$ cat config.mk
export PLATFORM = sky130hd
export DESIGN_NAME = tm1638_responder
export DESIGN_NICKNAME = d
export VERILOG_FILES = /design/src/rtl/tm1638_pkg.sv /design/src/rtl/spi_pin_sync.sv /design/src/rtl/tm1638_responder.sv
export SDC_FILE = /design/constraint.sdc
export NUM_CORES = 1
export LEC_CHECK = 0
export BUFFER_PORTS_ARGS = -buffer_cell sky130_fd_sc_hd__buf_2
export CORE_UTILIZATION = 45
export DETAILED_ROUTE_END_ITERATION = 16
export SETUP_SLACK_MARGIN = 0.3
export SLEW_MARGIN = 20
export SYNTH_ARGS = -nofsm -noshare
export SYNTH_HDL_FRONTEND = slang
export SYNTH_HIERARCHICAL = 1
export SYNTH_SLANG_ARGS = --single-unit
$ cat constraint.sdc
create_clock -name CLOCK_50 -period 4.15 [get_ports CLOCK_50]
set_input_delay 1.245 -clock CLOCK_50 [delete_from_list [all_inputs] [get_ports CLOCK_50]]
set_output_delay 1.245 -clock CLOCK_50 [all_outputs]
set_load 0.02 [all_outputs]
$ cat src/rtl/tm1638_pkg.sv
// Shared types and command-decode constants for the TM1638 serial responder.
package tm1638_pkg;

  typedef enum logic [2:0] {
    S_IDLE,
    S_CMD,
    S_WRITE,
    S_READ,
    S_IGNORE
  } state_t;

  // Command class lives in bits 7:6 of the first byte of a transaction.
  localparam logic [1:0] CLASS_DATA = 2'b01;
  localparam logic [1:0] CLASS_CTRL = 2'b10;
  localparam logic [1:0] CLASS_ADDR = 2'b11;

  localparam int FIXED_BIT = 2;
  localparam int READ_BIT  = 1;

  // Key byte k carries key k in bit 0 and key k+4 in bit 4.
  function automatic logic [7:0] key_byte(input logic [7:0] keys, input logic [1:0] k);
    key_byte    = 8'h00;
    key_byte[0] = keys[{1'b0, k}];
    key_byte[4] = keys[{1'b1, k}];
  endfunction

endpackage

$ cat src/rtl/spi_pin_sync.sv
// Multi-flop synchronizer for one serial pin, with edge strobes derived from the synchronized level.
module spi_pin_sync #(
  parameter int   STAGES = 2,
  parameter logic IDLE   = 1'b1
) (
  input  logic CLOCK_50,
  input  logic reset,
  input  logic din,
  output logic level,
  output logic rise,
  output logic fall
);

  logic [STAGES-1:0] chain;
  logic              prev;

  // NOTE: every register here is updated with <= so all flops sample the
  // pre-edge values together; blocking assignments would collapse the chain.
  always_ff @(posedge CLOCK_50) begin
    if (!reset) begin
      chain <= {STAGES{IDLE}};
      prev  <= IDLE;
    end else begin
      chain <= STAGES'({chain, din});
      prev  <= level;
    end
  end

  assign level = chain[STAGES-1];
  assign rise  = level & ~prev;
  assign fall  = ~level & prev;

endmodule

$ cat src/rtl/tm1638_responder.sv
// TM1638-compatible slave: decodes host commands, holds display memory and
// control settings, and shifts out a snapshot of the key matrix on reads.
module tm1638_responder
  import tm1638_pkg::*;
#(
  parameter int SYNC_STAGES   = 2,
  parameter int NUM_MEM_BYTES = 16,
  parameter int NUM_KEY_BYTES = 4
) (
  input  logic       CLOCK_50,
  input  logic       reset,
  input  logic       cs,
  input  logic       sck,
  input  logic       dio_i,
  output logic       dio_o,
  output logic       dio_e,
  input  logic [7:0] key_state,
  input  logic [3:0] mem_addr,
  output logic [7:0] mem_data,
  output logic       display_on,
  output logic [2:0] brightness,
  output logic       frame_done,
  output logic       cmd_error
);

  state_t     state;
  logic       cs_lvl, cs_rise, cs_fall;
  logic       sck_lvl, sck_rise, sck_fall;
  logic       dio_lvl, dio_rise, dio_fall;
  logic [7:0] mem [NUM_MEM_BYTES];
  logic [7:0] shreg, rx_byte, snap, key_out;
  logic [7:0] rd_byte;
  logic [2:0] bit_cnt, rd_bit;
  logic [3:0] addr, settle;
  logic       fixed, wrote;

  spi_pin_sync #(.STAGES(SYNC_STAGES), .IDLE(1'b1)) u_cs_sync (
    .CLOCK_50(CLOCK_50), .reset(reset), .din(cs),
    .level(cs_lvl), .rise(cs_rise), .fall(cs_fall)
  );
  spi_pin_sync #(.STAGES(SYNC_STAGES), .IDLE(1'b1)) u_sck_sync (
    .CLOCK_50(CLOCK_50), .reset(reset), .din(sck),
    .level(sck_lvl), .rise(sck_rise), .fall(sck_fall)
  );
  spi_pin_sync #(.STAGES(SYNC_STAGES), .IDLE(1'b1)) u_dio_sync (
    .CLOCK_50(CLOCK_50), .reset(reset), .din(dio_i),
    .level(dio_lvl), .rise(dio_rise), .fall(dio_fall)
  );

  logic unused_pins;
  assign unused_pins = &{1'b0, sck_lvl, dio_rise, dio_fall};

  // LSB first: the newest bit enters at the top, so after 8 shifts bit 0 is the first bit sent.
  assign rx_byte  = {dio_lvl, shreg[7:1]};
  assign mem_data = mem[mem_addr];

  always_comb begin
    key_out = 8'h00;
    if (rd_byte < 8'(NUM_KEY_BYTES) && rd_byte < 8'd4)
      key_out = key_byte(snap, rd_byte[1:0]);
  end

  always_ff @(posedge CLOCK_50) begin
    if (!reset) begin
      state      <= S_IDLE;
      dio_o      <= 1'b0;
      dio_e      <= 1'b0;
      display_on <= 1'b0;
      brightness <= 3'd0;
      frame_done <= 1'b0;
      cmd_error  <= 1'b0;
      shreg      <= 8'h00;
      snap       <= 8'h00;
      rd_byte    <= 8'h00;
      bit_cnt    <= 3'd0;
      rd_bit     <= 3'd0;
      addr       <= 4'd0;
      fixed      <= 1'b0;
      wrote      <= 1'b0;
      // A CS held low through reset still shows up as a fall once the
      // synchronizer flushes; ignore that one so a fresh fall is required.
      settle     <= 4'(SYNC_STAGES + 1);
      // NOTE: the display memory is reset explicitly because the host relies
      // on a blank display after reset; this keeps it in flops, not RAM.
      for (int i = 0; i < NUM_MEM_BYTES; i++) mem[i] <= 8'h00;
    end else begin
      frame_done <= 1'b0;
      cmd_error  <= 1'b0;
      if (settle != 4'd0) settle <= settle - 4'd1;

      if (cs_rise) begin
        state      <= S_IDLE;
        dio_e      <= 1'b0;
        dio_o      <= 1'b0;
        frame_done <= wrote;
        wrote      <= 1'b0;
      end else if (cs_fall && settle == 4'd0) begin
        state   <= S_CMD;
        bit_cnt <= 3'd0;
        wrote   <= 1'b0;
      end else if (state != S_IDLE && !cs_lvl) begin
        if (sck_rise) begin
          shreg   <= rx_byte;
          bit_cnt <= bit_cnt + 3'd1;
          if (bit_cnt == 3'd7) begin
            case (state)
              S_CMD: begin
                case (rx_byte[7:6])
                  CLASS_DATA: begin
                    fixed <= rx_byte[FIXED_BIT];
                    if (rx_byte[READ_BIT]) begin
                      snap    <= key_state;
                      rd_byte <= 8'h00;
                      rd_bit  <= 3'd0;
                      dio_e   <= 1'b1;
                      state   <= S_READ;
                    end else begin
                      state <= S_IGNORE;
                    end
                  end
                  CLASS_ADDR: begin
                    addr  <= rx_byte[3:0];
                    state <= S_WRITE;
                  end
                  CLASS_CTRL: begin
                    display_on <= rx_byte[3];
                    brightness <= rx_byte[2:0];
                    state      <= S_IGNORE;
                  end
                  default: begin
                    cmd_error <= 1'b1;
                    state     <= S_IGNORE;
                  end
                endcase
              end
              S_WRITE: begin
                mem[addr] <= rx_byte;
                wrote     <= 1'b1;
                if (!fixed) addr <= addr + 4'd1;
              end
              default: ;
            endcase
          end
        end
        if (sck_fall && state == S_READ) begin
          dio_o  <= key_out[rd_bit];
          rd_bit <= rd_bit + 3'd1;
          if (rd_bit == 3'd7 && rd_byte < 8'(NUM_KEY_BYTES)) rd_byte <= rd_byte + 8'd1;
        end
      end
    end
  end

endmodule

==> impl_metrics.env, run 1 <==
export IMPL_crit_required_ns=2.90
export IMPL_stdcell_area_um2=9670
export IMPL_comb_power_share_pct=6.1
export IMPL_seq_power_share_pct=53.3
export IMPL_finalSetupTns_ns=0
export IMPL_clock_sinks=186
export IMPL_syn_num_nets=697
export IMPL_antenna_left=0
export IMPL_synthCells=669
export IMPL_htree_levels=4
export IMPL_rows=50
export IMPL_grt_pass1_vias=5197
export IMPL_hpwl_um=14800
export IMPL_slowest_stage="mux4_2"
export IMPL_finalCritPeriodShare_pct=94.8
export IMPL_synth_area_um2=8590
export IMPL_post_cts_buffers=0
export IMPL_p_total_mw=3.90
export IMPL_syn_area_per_cell_um2=12.8
export IMPL_worst_path_max_fanout=6
export IMPL_cts_tree="yes"
export IMPL_viasPerCell=5.68
export IMPL_cpLargestDelayFamily="multiplexers"
export IMPL_die_h_um=140
export IMPL_drt_pass1_iterations=5
export IMPL_path_clk_slew_ns=0.07
export IMPL_skew_ns=0.00853
export IMPL_die_w_um=140
export IMPL_pre_cts_slack_ns=0.102
export IMPL_port_buffer_count=32
export IMPL_area_growth_pct=12.5
export IMPL_antenna_found_initial=0
export IMPL_grt_max_degree=50
export IMPL_fillCellCount=1587
export IMPL_startpoint_type="input port"
export IMPL_drive_above_1_share_pct=19.8
export IMPL_register_area_um2=5000
export IMPL_netSwitchingFraction_pct=24.1
export IMPL_multi_input_area_um2=3290
export IMPL_endpoint_kind="output pin"
export IMPL_p_int_mw=2.96
export IMPL_slew_violations=0
export IMPL_insertion_delay_ns=0.43
export IMPL_status="finished, final reports clean"
export IMPL_wirelength_um=20900
export IMPL_crit_type="in2out"
export IMPL_place_congestion=0.883
export IMPL_drt_iter0_markers=426
export IMPL_pwr_density_cell_nw_per_um2=403
export IMPL_holdWs_ns=0.411
export IMPL_setup_viol_count_final=0
export IMPL_max_freq_ghz=0.254
export IMPL_clkPwrFrac_pct=40.5
export IMPL_fin_ws_ns=0.214
export IMPL_ir_worst_vdd_mv=0.303
export IMPL_hold_viol=0
export IMPL_max_slew_margin_pct=39.2
export IMPL_critical_path_arrival_ns=2.69
export IMPL_wl_per_cell_um=22.6
export IMPL_nets=707
export IMPL_crit_chain="buf_12 > buf_12 > mux4_2 > mux4_2 > buf_6"
export IMPL_yosysWarnings=6
export IMPL_cts_buffer_depth=2
export IMPL_hold_class="reg2reg"
export IMPL_grt_pass1_wl_um=32100
export IMPL_diodes=0
export IMPL_ctsHoldBuffers=0
export IMPL_crit_buf_inv=3
export IMPL_cap_violations=0
export IMPL_fin_crit_ns=3.94
export IMPL_io_pins=33
export IMPL_design_core_area_um2=18700
export IMPL_drc=0
export IMPL_numCtsBuffers=17
export IMPL_num_vias=5262
export IMPL_place_area_um2=8930
export IMPL_dieArea_um2=19700
export IMPL_tightestPinTransition_ns=0.911
export IMPL_p_sw_mw=0.938
export IMPL_track_usage_pct=22.6
export IMPL_initial_core_util_pct=45.9
export IMPL_rsz0062_at_grt="true"
export IMPL_slowest_delay_ns=0.53
export IMPL_cts_root_buf="clkbuf_16"
export IMPL_gr_total_overflow=0
export IMPL_leakagePower_nw=3.52
==> per-layer routing <==
layer | part of all wire (%) | wire length, um | vias up | global-route usage (%)
li1 | - | - | 2458 | -
met1 | 39 | 8220 | 2632 | 27.2
met2 | 53 | 11000 | 143 | 39.5
met3 | 4.8 | 1010 | 29 | 4.24
met4 | 3.2 | 677 | 0 | 10.0
met5 | 0 | 0 | - | 0
==> metrics by stage <==
| step | std cells | util (%) |
|---|---|---|
| 2_1_floorplan | 669 | - |
| 3_3_place_gp | 890 | 47.7 |
| 3_5_place_dp | 890 | 47.7 |
| 4_1_cts | 925 | 51.5 |
| 5_1_grt | 926 | 51.7 |
| 6_report | 926 | 51.7 |
==> cell usage in the layout, fill, tap and decap left out, types with 2 or more instances in the layout <==
cell         n
nand4b_1     4
clkbuf_16   18
nand2_1     17
buf_12       4
and2_1     128
inv_6        7
nand3_1     23
ha_1        11
a21oi_1     31
nand3b_1     2
or4_1        3
nand2b_1    28
dfxtp_1     58
nor2_1      10
nand4_1      3
nor4_1       6
inv_8        4
or3_1        2
o31ai_1      2
nor2b_1      6
nor3_4       4
a31oi_1      2
nor3_1      10
o22ai_1      4
buf_2       24
o21ai_0     26
or2_2        3
mux4_2      42
o311ai_0     2
edfxtp_1   128
and3_1      19
buf_16       3
buf_6        7
or3b_2       2
buf_4        9
inv_1       13
o21a_1       2
a211oi_1     3
==> path summary, 6_finish.rpt <==
| check | cells past startpoint | start | slack [ns] | endpoint |
|---|---|---|---|---|
| setup / recovery | 5 | mem_addr[0] | 0.21 | mem_data[5] |
| hold / removal | 1 | u_dio_sync/chain[0] | 0.41 | u_dio_sync/chain[1] |
| setup reg to reg | 6 | u_cs_sync/chain[1] | 1.17 | mem[7][0] |
| hold reg to reg | 1 | u_dio_sync/chain[0] | 0.41 | u_dio_sync/chain[1] |
==> layout make-up <==
cell class	instances	area share, %
repair buffers	48	4.70
clock buffers	18	4.44
well taps	234	3.03
multi-input cells	412	34.1
flip-flops and latches	186	51.8
inverters	14	0.544
clock inverters	14	1.44
==> power by group through the flow <==
stage               clock (mW)  sequential [mW]  combinational, mW
finish                    1.58             2.08              0.239
floorplan                    0             2.09              0.161
CTS                       1.60             2.08              0.232
global route              1.66             2.08              0.255
detailed placement           0             2.12              0.211
global placement             0             2.12              0.203
==> flip-flops by register name, indices dropped and copies added (netlist names), 2 cells and up <==
name / count
bit_cnt: 3
addr: 4
rd_byte: 8
brightness: 3
u_dio_sync/chain: 2
state: 3
u_sck_sync/chain: 2
mem: 128
snap: 8
rd_bit: 3
shreg: 7
u_cs_sync/chain: 2
settle: 4
==> what timing repair did <==
item / 4_1_cts / 5_1_grt
cloned: 3 / 1
resized for setup: 16 / 5
endpoints found under the setup margin: 8 / 8
==> worst register-to-register path, cell delays in order, from the launching register on <==
cell	delay, ns
dfxtp_1	0.62
nor2b_1	0.62
nand2b_1	0.37
nor4_1	0.12
buf_4	0.18
and3_1	0.32
nand2b_1	0.42
No activity file was read; power rests on OpenSTA's default activity.
==> run 2: changes to the inputs <==
--- a/config.mk
+++ b/config.mk
@@ -6,6 +6,7 @@
 export NUM_CORES = 1
 export LEC_CHECK = 0
 export BUFFER_PORTS_ARGS = -buffer_cell sky130_fd_sc_hd__buf_2
+export CORE_ASPECT_RATIO = 0.9
 export CORE_UTILIZATION = 45
 export DETAILED_ROUTE_END_ITERATION = 16
 export SETUP_SLACK_MARGIN = 0.3
==> run 2 against run 1 <==
  * Maximum frequency is 0.13% higher
  * Count of clock-buffer cells in the layout is 1 lower
  * Non-clock buffer count is 2 lower
  * Highest routed layer is now met5
  * Critical path depth stayed put
  * Cell area is 0.14% lower
  * Sequential power hardly changed
  * Critical endpoint is now mem_data[7]
  * Worst hold slack worse by 0.0037 ns
==> impl_metrics.env, run 2 (synthesized netlist as in run 1, its figures left out) <==
export IMPL_grt_max_degree=50
export IMPL_cap_violations=0
export IMPL_hold_class="reg2reg"
export IMPL_gr_total_overflow=0
export IMPL_path_depth=5
export IMPL_track_usage_pct=22.3
export IMPL_area_growth_pct=12.3
export IMPL_fillCellCount=1559
export IMPL_netSwitchingFraction_pct=23.5
export IMPL_hp_start="u_cs_sync/chain[0]"
export IMPL_diodes=0
export IMPL_critical_path_arrival_ns=2.69
export IMPL_ctsHoldBuffers=0
export IMPL_insertion_delay_ns=0.44
export IMPL_rows=47
export IMPL_wirelength_um=21000
export IMPL_finalSetupTns_ns=0
export IMPL_hold_viol=0
export IMPL_place_congestion=0.965
export IMPL_cpLargestDelayFamily="multiplexers"
export IMPL_status="finished, final reports clean"
export IMPL_design_core_area_um2=18500
export IMPL_skew_ns=0.00947
export IMPL_top_regs="mem (128), rd_byte (8), snap (8)"
export IMPL_rsz0062_at_grt="true"
export IMPL_final_cells=935
export IMPL_grt_pass1_vias=5097
export IMPL_crit_required_ns=2.90
export IMPL_rr_worst_depth=6
export IMPL_max_slew_margin_pct=32.5
export IMPL_initial_core_util_pct=46.4
export IMPL_largest_reg_flops=128
export IMPL_hold_end="u_cs_sync/chain[1]"
export IMPL_regMostFlops="mem"
export IMPL_setup_viol_count_final=0
export IMPL_r2r_end="mem[4][0]"
export IMPL_cts_tree="yes"
export IMPL_max_freq_ghz=0.254
export IMPL_reg2reg_slack_ns=1.17
export IMPL_p_int_mw=3.00
export IMPL_crit_type="in2out"
export IMPL_fin_crit_ns=3.93
export IMPL_seq_power_share_pct=53.0
export IMPL_num_vias=5349
export IMPL_endpoint_kind="output pin"
export IMPL_drt_iter0_markers=546
export IMPL_finalCritPeriodShare_pct=94.7
export IMPL_drc=0
export IMPL_drt_pass1_iterations=5
export IMPL_antenna_found_initial=0
export IMPL_tightestPinTransition_ns=1.01
export IMPL_clock_sinks=186
export IMPL_slowest_stage="mux4_2"
export IMPL_pwr_density_cell_nw_per_um2=407
export IMPL_rr_startpoint="u_cs_sync/chain[1]"
export IMPL_numCtsBuffers=17
export IMPL_hpwl_um=14400
export IMPL_drive_above_1_share_pct=19.6
export IMPL_port_buffer_count=32
export IMPL_antenna_left=0
export IMPL_dieArea_um2=19700
export IMPL_slew_violations=0
export IMPL_slowest_delay_ns=0.52
export IMPL_place_inst=900
export IMPL_clkPwrFrac_pct=41.2
export IMPL_nets=705
export IMPL_holdPathStages=1
export IMPL_wl_per_cell_um=22.5
export IMPL_die_w_um=148
export IMPL_htree_levels=4
export IMPL_comb_power_share_pct=5.8
export IMPL_crit_chain="buf_12 > buf_12 > mux4_2 > mux4_2 > buf_6"
export IMPL_grt_pass1_wl_um=31500
export IMPL_die_h_um=133
export IMPL_viasPerCell=5.72
export IMPL_path_clk_slew_ns=0.07
export IMPL_crit_buf_inv=3
export IMPL_leakagePower_nw=3.50
export IMPL_layout_common_cells="and2_1 (128), edfxtp_1 (128), dfxtp_1 (58)"
export IMPL_p_sw_mw=0.925
export IMPL_io_pins=33
export IMPL_cts_buffer_depth=2
export IMPL_startpoint_type="input port"
export IMPL_ir_worst_vdd_mv=0.296
export IMPL_cts_root_buf="clkbuf_16"
export IMPL_worst_path_max_fanout=6
[run 2: stage by stage]
| stage | total power [mW] | area (um^2) | util [%] | setup slack, ns | hold WS (ns) |
|---|---|---|---|---|---|
| after floorplan | 2.25 | 8630 | - | 0.336 | 0.386 |
| after global placement | 2.33 | 8920 | 48.2 | 0.137 | 0.391 |
| after detailed placement | 2.33 | 8920 | 48.2 | 0.119 | 0.393 |
| after CTS | 3.95 | 9650 | 52.1 | 0.225 | 0.411 |
| after global routing | 4.04 | 9650 | 52.1 | 0.191 | 0.437 |
| final | 3.93 | 9650 | 52.1 | 0.220 | 0.408 |
[run 2: metal layers]
metal / part of all wire [%] / GRT usage (%)
met4: 3.1 / 9.51
met3: 5.8 / 5.07
met1: 44 / 30.2
met5: 0.14 / 0
met2: 47 / 34.8
[run 2: power groups by stage]
stage	logic [mW]	clock network, mW	registers [mW]
4_1_cts	0.231	1.64	2.08
3_5_place_dp	0.208	0	2.12
6_report	0.230	1.62	2.08
2_1_floorplan	0.161	0	2.09
3_3_place_gp	0.202	0	2.13
5_1_grt	0.248	1.71	2.08
[run 2: worst max path at each step]
| stage | to | start | slack [ns] |
|---|---|---|---|
| after CTS | mem_data[6] | mem_addr[0] | 0.23 |
| after floorplan | mem_data[0] | mem_addr[0] | 0.34 |
| after detailed placement | mem_data[6] | mem_addr[0] | 0.12 |
| final | mem_data[7] | mem_addr[0] | 0.22 |
| after global placement | mem_data[4] | mem_addr[0] | 0.14 |
| after global routing | mem_data[4] | mem_addr[0] | 0.19 |
[run 2: layout make-up]
type	count	area (um^2)	area share (%)
flip-flops and latches	186	5000	51.9
multi-input cells	412	3290	34.1
well taps	245	307	3.18
inverters	14	52.6	0.544
clock inverters	15	160	1.66
repair buffers	46	409	4.24
clock buffers	17	425	4.41
[run 2: repair_timing]
| action | CTS | global route |
|---|---|---|
| resized for setup | 20 | 0 |
| buffers inserted | 0 | 0 |
| gates cloned | 3 | 0 |
| endpoints found under the setup margin | 8 | 8 |
==> run 3: changes to the inputs <==
--- a/config.mk
+++ b/config.mk
@@ -7,8 +7,9 @@
 export LEC_CHECK = 0
 export BUFFER_PORTS_ARGS = -buffer_cell sky130_fd_sc_hd__buf_2
 export CORE_ASPECT_RATIO = 0.9
-export CORE_UTILIZATION = 45
+export CORE_UTILIZATION = 62
 export DETAILED_ROUTE_END_ITERATION = 16
+export PLACE_DENSITY = 0.8
 export SETUP_SLACK_MARGIN = 0.3
 export SLEW_MARGIN = 20
 export SYNTH_ARGS = -nofsm -noshare
==> constraint.sdc (replaced) <==
create_clock -name CLOCK_50 -period 4 [get_ports CLOCK_50]
set_input_delay 1.2 -clock CLOCK_50 [delete_from_list [all_inputs] [get_ports CLOCK_50]]
set_output_delay 1.2 -clock CLOCK_50 [all_outputs]
set_load 0.02 [all_outputs]
==> run 3 against run 2 <==
  * Cell area shrank 0.19%
  * Combinational power grew 8%
  * Cell count shrank 8.2%
  * Sequential cell count is the same
  * Global-route usage grew 8.1 points
  * First-iteration DRC count grew 21%
  * Wire length shrank 2.5%
  * Non-clock buffer count is the same
  * Critical path type unchanged
  * Largest power group unchanged
==> impl_metrics.env, run 3 (synthesized netlist as in run 1, its figures left out) <==
export IMPL_clock_sinks=186
export IMPL_antenna_left=0
export IMPL_hold_end="u_dio_sync/chain[1]"
export IMPL_largest_reg_flops=128
export IMPL_track_usage_pct=30.4
export IMPL_path_common_cell="mux4_2"
export IMPL_insertion_delay_ns=0.44
export IMPL_rr_startpoint="u_cs_sync/chain[1]"
export IMPL_io_pins=33
export IMPL_fin_ws_ns=0.138
export IMPL_grt_max_degree=50
export IMPL_p_int_mw=3.26
export IMPL_dieArea_um2=14300
export IMPL_ir_worst_vdd_mv=0.338
export IMPL_hold_viol=0
export IMPL_die_w_um=126
export IMPL_hold_class="reg2reg"
export IMPL_crit_buf_inv=3
export IMPL_worst_path_max_fanout=6
export IMPL_setup_viol_count_final=0
export IMPL_grt_busiest_layer="met2"
export IMPL_hp_start="u_dio_sync/chain[0]"
export IMPL_drive_above_1_share_pct=19.7
export IMPL_grt_util_met1_pct=39.9
export IMPL_post_cts_buffers=0
export IMPL_rsz0062_at_grt="true"
export IMPL_place_congestion=0.983
export IMPL_slowest_stage="mux4_2"
export IMPL_r2r_end="mem[1][2]"
export IMPL_gr_total_overflow=0
export IMPL_final_cells=858
export IMPL_finalCritPeriodShare_pct=96.5
export IMPL_antenna_found_initial=0
export IMPL_viasPerCell=6.41
export IMPL_path_depth=5
export IMPL_gr_usage_met2_pct=48.1
export IMPL_status="finished, final reports clean"
export IMPL_startpoint_type="input port"
export IMPL_leakagePower_nw=3.53
export IMPL_pre_cts_slack_ns=0.0706
export IMPL_rows=40
export IMPL_grt_pass1_vias=5257
export IMPL_fin_crit_ns=3.86
export IMPL_seq_power_share_pct=51.6
export IMPL_comb_power_share_pct=5.9
export IMPL_cts_buffer_depth=2
export IMPL_slew_violations=0
export IMPL_numCtsBuffers=17
export IMPL_p_sw_mw=0.933
export IMPL_register_area_um2=5000
export IMPL_timing_critical_path_from="mem_addr[0]"
export IMPL_max_freq_ghz=0.259
export IMPL_reg2reg_slack_ns=1.13
export IMPL_netSwitchingFraction_pct=22.3
export IMPL_critical_path_arrival_ns=2.66
export IMPL_initial_core_util_pct=64.1
export IMPL_multi_input_area_um2=3290
export IMPL_crit_required_ns=2.80
export IMPL_met3_usage_pct=6.99
export IMPL_holdWs_ns=0.407
export IMPL_clkPwrFrac_pct=42.4
export IMPL_rr_worst_depth=6
export IMPL_p_total_mw=4.19
export IMPL_path_clk_slew_ns=0.07
export IMPL_grt_pass1_wl_um=31300
export IMPL_regMostFlops="mem"
export IMPL_crit_type="in2out"
export IMPL_cts_root_buf="clkbuf_16"
export IMPL_fillCellCount=839
export IMPL_die_h_um=114
export IMPL_wl_per_cell_um=23.9
export IMPL_drt_iter0_markers=662
export IMPL_cap_violations=0
export IMPL_hpwl_um=13600
export IMPL_cts_tree="yes"
export IMPL_area_growth_pct=12.1
export IMPL_htree_levels=4
export IMPL_num_vias=5501
export IMPL_design_core_area_um2=13400
export IMPL_endpoint_kind="output pin"
export IMPL_top_regs="mem (128), rd_byte (8), snap (8)"
export IMPL_place_inst=822
export IMPL_diodes=0
export IMPL_holdPathStages=1
export IMPL_drt_pass1_iterations=5
export IMPL_fin_util_pct=71.8
export IMPL_finalSetupTns_ns=0
export IMPL_tightestPinTransition_ns=1.07
export IMPL_stdcell_area_um2=9630
export IMPL_skew_ns=0.00920
export IMPL_pwr_density_cell_nw_per_um2=435
export IMPL_place_area_um2=8820
export IMPL_cpLargestDelayFamily="multiplexers"
export IMPL_wirelength_um=20500
export IMPL_port_buffer_count=32
export IMPL_layout_common_cells="and2_1 (128), edfxtp_1 (128), dfxtp_1 (58)"
export IMPL_nets=705
export IMPL_slowest_delay_ns=0.52
export IMPL_crit_chain="buf_16 > buf_12 > mux4_2 > mux4_2 > buf_6"
export IMPL_drc=0
export IMPL_max_slew_margin_pct=28.4
## run 3: worst max path at each step
| stage | to | slack [ns] |
|---|---|---|
| finish | mem_data[6] | 0.14 |
| floorplan | mem_data[0] | 0.31 |
| detailed placement | mem_data[1] | 0.07 |
| global route | mem_data[4] | 0.13 |
| global placement | mem_data[0] | 0.1 |
| CTS | mem_data[6] | 0.16 |
## run 3: power groups by stage
stage | logic [mW] | clock network [mW] | registers (mW)
after global placement | 0.202 | 0 | 2.20
final | 0.248 | 1.78 | 2.16
after detailed placement | 0.213 | 0 | 2.20
after floorplan | 0.170 | 0 | 2.17
after global routing | 0.263 | 1.86 | 2.16
after CTS | 0.243 | 1.77 | 2.16
## run 3: per-layer routing
metal  wire, um  up-vias
li1           -     2455
met1       8150     2710
met2       9720      280
met5          0        -
met3       1660       56
met4        938        0
## run 3: cell type report
| type | count | share of cell area [%] |
|---|---|---|
| Sequential cell | 186 | 52.0 |
| Multi-Input combinational cell | 412 | 34.2 |
| Timing Repair Buffer | 46 | 4.66 |
| Clock buffer | 18 | 4.56 |
| Tap cell | 168 | 2.18 |
| Clock inverter | 14 | 1.91 |
| Inverter | 14 | 0.546 |
## run 3: timing repair
action,4_1_cts,5_1_grt
gates resized for setup,24,2
gates cloned,3,1
hold buffers,0,0
setup endpoints to repair,8,8
hold endpoints to repair,0,0
